### src/rtl/game_state_ctrl_if.sv
// Bundle between the keypad/switch front end, the game controller and the
// Display/Seg7 blocks. The controller sits on the slave side.
interface game_state_ctrl_if #(
    parameter int SCORE_DIGITS = 4
);
    logic                      tick;
    logic                      flap_btn;
    logic                      pause_sw;
    logic                      collide;
    logic                      pass_pipe;
    logic [2:0]                state;
    logic                      flap_pulse;
    logic [4*SCORE_DIGITS-1:0] score;
    logic [4*SCORE_DIGITS-1:0] high_score;
    logic [3:0]                lives_left;
    logic                      game_over;

    modport master (
        output tick, flap_btn, pause_sw, collide, pass_pipe,
        input  state, flap_pulse, score, high_score, lives_left, game_over
    );

    modport slave (
        input  tick, flap_btn, pause_sw, collide, pass_pipe,
        output state, flap_pulse, score, high_score, lives_left, game_over
    );
endinterface

### src/rtl/game_state_ctrl.sv
// Registered game-flow FSM: idle/fly/pause/dying/over, lives, death hold-off,
// saturating BCD score and a high-score register cleared only by reset.
module game_state_ctrl #(
    parameter int SCORE_DIGITS = 4,
    parameter int LIVES        = 3,
    parameter int DEATH_HOLD   = 60
) (
    input  logic            clk,
    input  logic            rst,
    game_state_ctrl_if.slave bus
);
    localparam int SW = 4 * SCORE_DIGITS;
    localparam int HW = (DEATH_HOLD < 1) ? 1 : $clog2(DEATH_HOLD + 1);

    localparam logic [2:0] S_IDLE   = 3'd0;
    localparam logic [2:0] S_FLYING = 3'd1;
    localparam logic [2:0] S_PAUSED = 3'd2;
    localparam logic [2:0] S_DYING  = 3'd3;
    localparam logic [2:0] S_OVER   = 3'd4;

    localparam logic [HW-1:0] HOLD_MAX   = HW'(DEATH_HOLD);
    localparam logic [3:0]    LIVES_INIT = 4'(LIVES);

    logic [2:0]    state_q, state_d;
    logic          flap_pulse_q, flap_pulse_d;
    logic [SW-1:0] score_q, score_d;
    logic [SW-1:0] high_q, high_d;
    logic [3:0]    lives_q, lives_d;
    logic [HW-1:0] hold_q, hold_d;
    logic          game_over_q;
    logic          flap_prev_q;

    logic                    flap_edge;
    logic [SCORE_DIGITS-1:0] nine;
    logic [SW-1:0]           score_inc;
    logic                    score_sat;

    assign flap_edge = bus.flap_btn & ~flap_prev_q;

    // BCD +1: a digit increments when every lower digit is 9, and 9 rolls to 0.
    generate
        for (genvar gi = 0; gi < SCORE_DIGITS; gi++) begin : g_bcd
            logic [3:0] digit;
            logic       cin;
            assign digit    = score_q[4*gi +: 4];
            assign nine[gi] = (digit == 4'd9);
            if (gi == 0) begin : g_lsd
                assign cin = 1'b1;
            end else begin : g_upper
                assign cin = &nine[gi-1:0];
            end
            assign score_inc[4*gi +: 4] = cin ? (nine[gi] ? 4'd0 : digit + 4'd1) : digit;
        end
    endgenerate

    // All digits at 9 means the score is pinned; it never wraps to zero.
    assign score_sat = &nine;

    // Next-state and datapath decisions for every game state.
    always_comb begin
        state_d      = state_q;
        flap_pulse_d = 1'b0;
        score_d      = score_q;
        high_d       = high_q;
        lives_d      = lives_q;
        hold_d       = hold_q;
        case (state_q)
            S_IDLE: begin
                if (flap_edge) begin
                    state_d      = S_FLYING;
                    flap_pulse_d = 1'b1;
                end
            end
            S_FLYING: begin
                if (bus.collide) begin
                    state_d = S_DYING;
                    lives_d = (lives_q != 4'd0) ? lives_q - 4'd1 : 4'd0;
                    hold_d  = '0;
                end else if (bus.pause_sw) begin
                    state_d = S_PAUSED;
                end else begin
                    if (bus.pass_pipe && !score_sat) begin
                        score_d = score_inc;
                    end
                    if (flap_edge) begin
                        flap_pulse_d = 1'b1;
                    end
                end
            end
            S_PAUSED: begin
                if (!bus.pause_sw) begin
                    state_d = S_FLYING;
                end
            end
            S_DYING: begin
                if (hold_q >= HOLD_MAX) begin
                    hold_d = '0;
                    if (lives_q == 4'd0) begin
                        state_d = S_OVER;
                        if (score_q > high_q) begin
                            high_d = score_q;
                        end
                    end else begin
                        state_d = S_IDLE;
                    end
                end else if (bus.tick) begin
                    hold_d = hold_q + 1'b1;
                end
            end
            S_OVER: begin
                if (flap_edge) begin
                    state_d = S_IDLE;
                    score_d = '0;
                    lives_d = LIVES_INIT;
                end
            end
            default: begin
                state_d = S_IDLE;
            end
        endcase
    end

    // State and output registers; game_over is registered from the next state
    // so it lines up exactly with state==OVER.
    always_ff @(posedge clk) begin
        if (rst) begin
            state_q      <= S_IDLE;
            flap_pulse_q <= 1'b0;
            score_q      <= '0;
            high_q       <= '0;
            lives_q      <= LIVES_INIT;
            hold_q       <= '0;
            game_over_q  <= 1'b0;
            flap_prev_q  <= 1'b0;
        end else begin
            state_q      <= state_d;
            flap_pulse_q <= flap_pulse_d;
            score_q      <= score_d;
            high_q       <= high_d;
            lives_q      <= lives_d;
            hold_q       <= hold_d;
            game_over_q  <= (state_d == S_OVER);
            flap_prev_q  <= bus.flap_btn;
        end
    end

    assign bus.state      = state_q;
    assign bus.flap_pulse = flap_pulse_q;
    assign bus.score      = score_q;
    assign bus.high_score = high_q;
    assign bus.lives_left = lives_q;
    assign bus.game_over  = game_over_q;
endmodule

### src/flat_wrapper.sv
// flat-port wrapper written by rule: the top's interface ports become plain ports
module game_state_ctrl_flat 
#(
    parameter int SCORE_DIGITS = 4,
    parameter int LIVES        = 3,
    parameter int DEATH_HOLD   = 60
)
  (clk, rst, bus_tick, bus_flap_btn, bus_pause_sw, bus_collide, bus_pass_pipe, bus_state, bus_flap_pulse, bus_score, bus_high_score, bus_lives_left, bus_game_over);
  game_state_ctrl_if #(.SCORE_DIGITS(SCORE_DIGITS)) bus_i ();
  input  logic clk;
  input  logic rst;
  input wire logic [$bits(bus_i.tick)-1:0] bus_tick;
  input wire logic [$bits(bus_i.flap_btn)-1:0] bus_flap_btn;
  input wire logic [$bits(bus_i.pause_sw)-1:0] bus_pause_sw;
  input wire logic [$bits(bus_i.collide)-1:0] bus_collide;
  input wire logic [$bits(bus_i.pass_pipe)-1:0] bus_pass_pipe;
  output wire logic [$bits(bus_i.state)-1:0] bus_state;
  output wire logic [$bits(bus_i.flap_pulse)-1:0] bus_flap_pulse;
  output wire logic [$bits(bus_i.score)-1:0] bus_score;
  output wire logic [$bits(bus_i.high_score)-1:0] bus_high_score;
  output wire logic [$bits(bus_i.lives_left)-1:0] bus_lives_left;
  output wire logic [$bits(bus_i.game_over)-1:0] bus_game_over;
  assign bus_i.tick = bus_tick;
  assign bus_i.flap_btn = bus_flap_btn;
  assign bus_i.pause_sw = bus_pause_sw;
  assign bus_i.collide = bus_collide;
  assign bus_i.pass_pipe = bus_pass_pipe;
  assign bus_state = bus_i.state;
  assign bus_flap_pulse = bus_i.flap_pulse;
  assign bus_score = bus_i.score;
  assign bus_high_score = bus_i.high_score;
  assign bus_lives_left = bus_i.lives_left;
  assign bus_game_over = bus_i.game_over;
  game_state_ctrl #(.SCORE_DIGITS(SCORE_DIGITS), .LIVES(LIVES), .DEATH_HOLD(DEATH_HOLD)) u_core (.clk(clk), .rst(rst), .bus(bus_i));
endmodule
### config.mk
export PLATFORM = sky130hd
export DESIGN_NAME = game_state_ctrl_flat
export DESIGN_NICKNAME = d
export VERILOG_FILES = /design/src/rtl/game_state_ctrl_if.sv /design/src/rtl/game_state_ctrl.sv /design/src/flat_wrapper.sv
export SDC_FILE = /design/constraint.sdc
export NUM_CORES = 1
export LEC_CHECK = 0
export BUFFER_PORTS_ARGS = -buffer_cell sky130_fd_sc_hd__buf_4
export CAP_MARGIN = 5
export CORE_MARGIN = 10
export CORE_UTILIZATION = 40
export CTS_BUF_LIST = sky130_fd_sc_hd__clkbuf_8
export DETAILED_ROUTE_END_ITERATION = 10
export HOLD_SLACK_MARGIN = 0.06
export PLACE_DENSITY = 0.69
export SYNTH_ARGS = -nofsm -noshare
export SYNTH_HDL_FRONTEND = slang
export SYNTH_SLANG_ARGS = --single-unit
### constraint.sdc
create_clock -name clk -period 2.9 [get_ports clk]
set_input_delay 0 -clock clk [delete_from_list [all_inputs] [get_ports clk]]
set_output_delay 0 -clock clk [all_outputs]
set_load 0.1 [all_outputs]
==> metrics <==
run status=finished, final reports clean; largest net degree at the start of global routing=30; Sw Ratio=27.8%; final-layout fill cell count=642; antenna violations before repair=0; RePlAce Congestion=0.831; post-DP HPWL=4.81 mm; final critical-path required period=2.48 ns; Via density=5.43; CTS Root Buffer Type=clkbuf_8; CTS tree=built; critical path class=register to register; Final #Nets=383; setup TNS=0 ns; crit path launch=u_core.bus.high_score[15]$_SDFFE_PP0P_; final hold violations=0; CP required=3.14 ns; Comb power frac=12.1%; Max-cap violations=0; most common cell after layout, fill and taps aside=buf_4; Die Ht=100 um; clock power share=31.5%; first-pass GRT wire length=11.0 mm; Fin Clk Skew=0.0100 ns; fmax=0.404 GHz; Synth Register Bits=48; Seq pwr share=56.4%; drt pass-1 iters=6; clock sink count=48; Synth Warn #=0; Total GRT Usage=12.8%; r2r endpoint=u_core.bus.high_score[6]$_SDFFE_PP0P_; asr flop ratio synth=0%; Peak VDD IR=0.267 mV; Post-synth EDFFs=0; max-slew headroom at the worst pin=55.3%; Final Max Tran Viols=0; CTS Buf Count=5; RSZ-0062 raised after global routing=false; Gate Count Post-Synth=297; port buffer count=47; CP endpoint=u_core.bus.high_score[6]$_SDFFE_PP0P_; internal power=871 uW; leakage=1.30 nW; routed wire length=6.42 mm; Finish-stage setup viols=0; top cell type by total area after synthesis=dfxtp_1; multi-input logic area=1480 um^2; maximum root-to-sink buffer count=2; DR WL/cell=15.0 um; DRC=0; reg2reg start=u_core.bus.high_score[15]$_SDFFE_PP0P_; startpoint type of the worst setup path=register; Mapped Area=2590 um^2; Antenna Nets Post-Route=0; most frequent cells in the layout=53 x buf_4, 48 x dfxtp_1, 27 x inv_1; Total Die Area=10100 um^2; Clock Pin Slew Worst Setup and Hold Paths=0.09 ns; Synth Flop Type=dfxtp_1; IO Pins=48; R2R setup slack=0.42 ns; share of cells above drive strength 1=20.2%; Power Density=385 nW/um^2; # Post-CTS Setup Buffers=0; Avg Cell Area, Syn=8.72 um^2; gr ovfl total=0; core area=6310 um^2; row count=29; final worst-path cycle share=85.4%; Hold WC Path Type=input pin to register; Slew @ Worst Pin=0.669 ns; r2r worst-path depth=8; number of global-route vias before repair=2368; Worst EP arrival=2.72 ns; Synth cell types=48; syn nets=329; part of the Yosys area used for sequential elements=37.1%; top cell type's share of synthesized area=37.1%; worst-path maximum fanout=11; Design Power=1.21 mW; FF/Latch Area=961 um^2; Initial Utilization=41.0%; synth top area cells=dfxtp_1 37%, ha_1 12%, a22o_1 4.7%; DP Area=3030 um^2; DRT iter0 DRCs=54; clk_lat worst skew=0.29 ns; via count=2322; CP endpoint kind=register; number of inserted diodes=0; die width=100 um; area growth from synthesis to layout=20.9%; post-layout instance area=3130 um^2; H-tree depth=2; NetSw=335 uW
-- power groups by stage --
| stage | combinational (mW) | sequential, mW | clock (mW) |
|---|---|---|---|
| after floorplan | 0.0648 | 0.741 | 0 |
| after global placement | 0.141 | 0.695 | 0 |
| after detailed placement | 0.143 | 0.695 | 0 |
| after CTS | 0.145 | 0.680 | 0.389 |
| after global routing | 0.156 | 0.682 | 0.415 |
| final | 0.146 | 0.680 | 0.380 |
-- through the flow --
stage	util, %	hold WS (ns)	cells	worst slack, ns
final	49.6	0.0908	428	0.424
after global routing	49.6	0.0941	428	0.112
after CTS	49.5	0.0800	428	0.228
after detailed placement	48.0	0.233	419	0.296
after global placement	48.0	0.228	419	0.393
after floorplan	-	0.128	297	0.0410
-- registers in the layout (all words and copies together), names as in the netlist --
register / flops
u_core.bus.score: 16
u_core.bus.state: 3
u_core.bus.game_over: 1
u_core.flap_prev_q: 1
u_core.bus.high_score: 16
u_core.bus.flap_pulse: 1
u_core.hold_q: 6
u_core.bus.lives_left: 4
-- kinds of logic (layout without fill, tap and decap cells) --
family                     count (synthesis)  after routing  share of synthesized area, %
and+or+nand+nor                          109            109                          23.6
xor gates and xnor gates                   4              4                          1.35
buffers and inverters                     34             88                          5.85
DFF                                       48             48                          37.1
AOI/OAI and AO/OA                         73             73                          18.5
adders and majority gates                 25             25                          12.1
muxes                                      4              4                          1.55
-- Yosys cell counts, drive strengths merged (4+ instances only) --
cell type,count
nand3b,4
dfxtp,48
a22o,15
nor2,26
nand2,20
or3,8
o21ai,15
inv,26
a21oi,24
nor2b,7
nand4,9
ha,25
buf,4
nor3,7
nand3,8
a21o,4
mux2i,4
or4,5
-- area by class of cell --
| type | count | share of cell area [%] |
|---|---|---|
| multi-input combinational | 215 | 47.3 |
| sequential | 48 | 30.7 |
| timing repair buffer | 55 | 13.4 |
| inverter | 26 | 3.12 |
| tap | 77 | 3.08 |
| clock buffer | 5 | 2.20 |
| clock inverter | 2 | 0.280 |
-- layer usage --
metal,vias up,global-route usage [%],wire (um)
met5,-,0,0
met4,0,3.59,25
met2,58,20.8,3010
met3,4,4.26,411
li1,1174,-,-
met1,1086,15.9,2980
-- how the worst min path moves through the flow --
stage,slack [ns],end,startpoint,depth (start not counted)
detailed placement,0.23,u_core.flap_prev_q$_SDFF_PP0_,bus_flap_btn,2
global placement,0.23,u_core.flap_prev_q$_SDFF_PP0_,bus_flap_btn,2
floorplan,0.13,u_core.flap_prev_q$_SDFF_PP0_,bus_flap_btn,1
finish,0.09,u_core.bus.high_score[0]$_SDFFE_PP0P_,rst,2
CTS,0.08,u_core.bus.score[3]$_SDFFE_PP0P_,rst,2
global route,0.09,u_core.bus.high_score[0]$_SDFFE_PP0P_,rst,2
-- repair_timing --
| action | 4_1_cts | 5_1_grt |
|---|---|---|
| setup endpoints to repair | 0 | 14 |
| hold buffers | 2 | 0 |
| gates resized for setup | 0 | 1 |
| hold endpoints to repair | 2 | 0 |
-- worst max-delay path: stages, from the launching register on --
cell       delay (ns)
dfxtp_1          0.39
inv_1            0.06
ha_1             0.31
nand4_1          0.19
a2111oi_0        0.46
o31a_1           0.31
nor2b_1          0.31
buf_4            0.25
a22o_1           0.15
No activity file was read; power rests on OpenSTA's default activity.
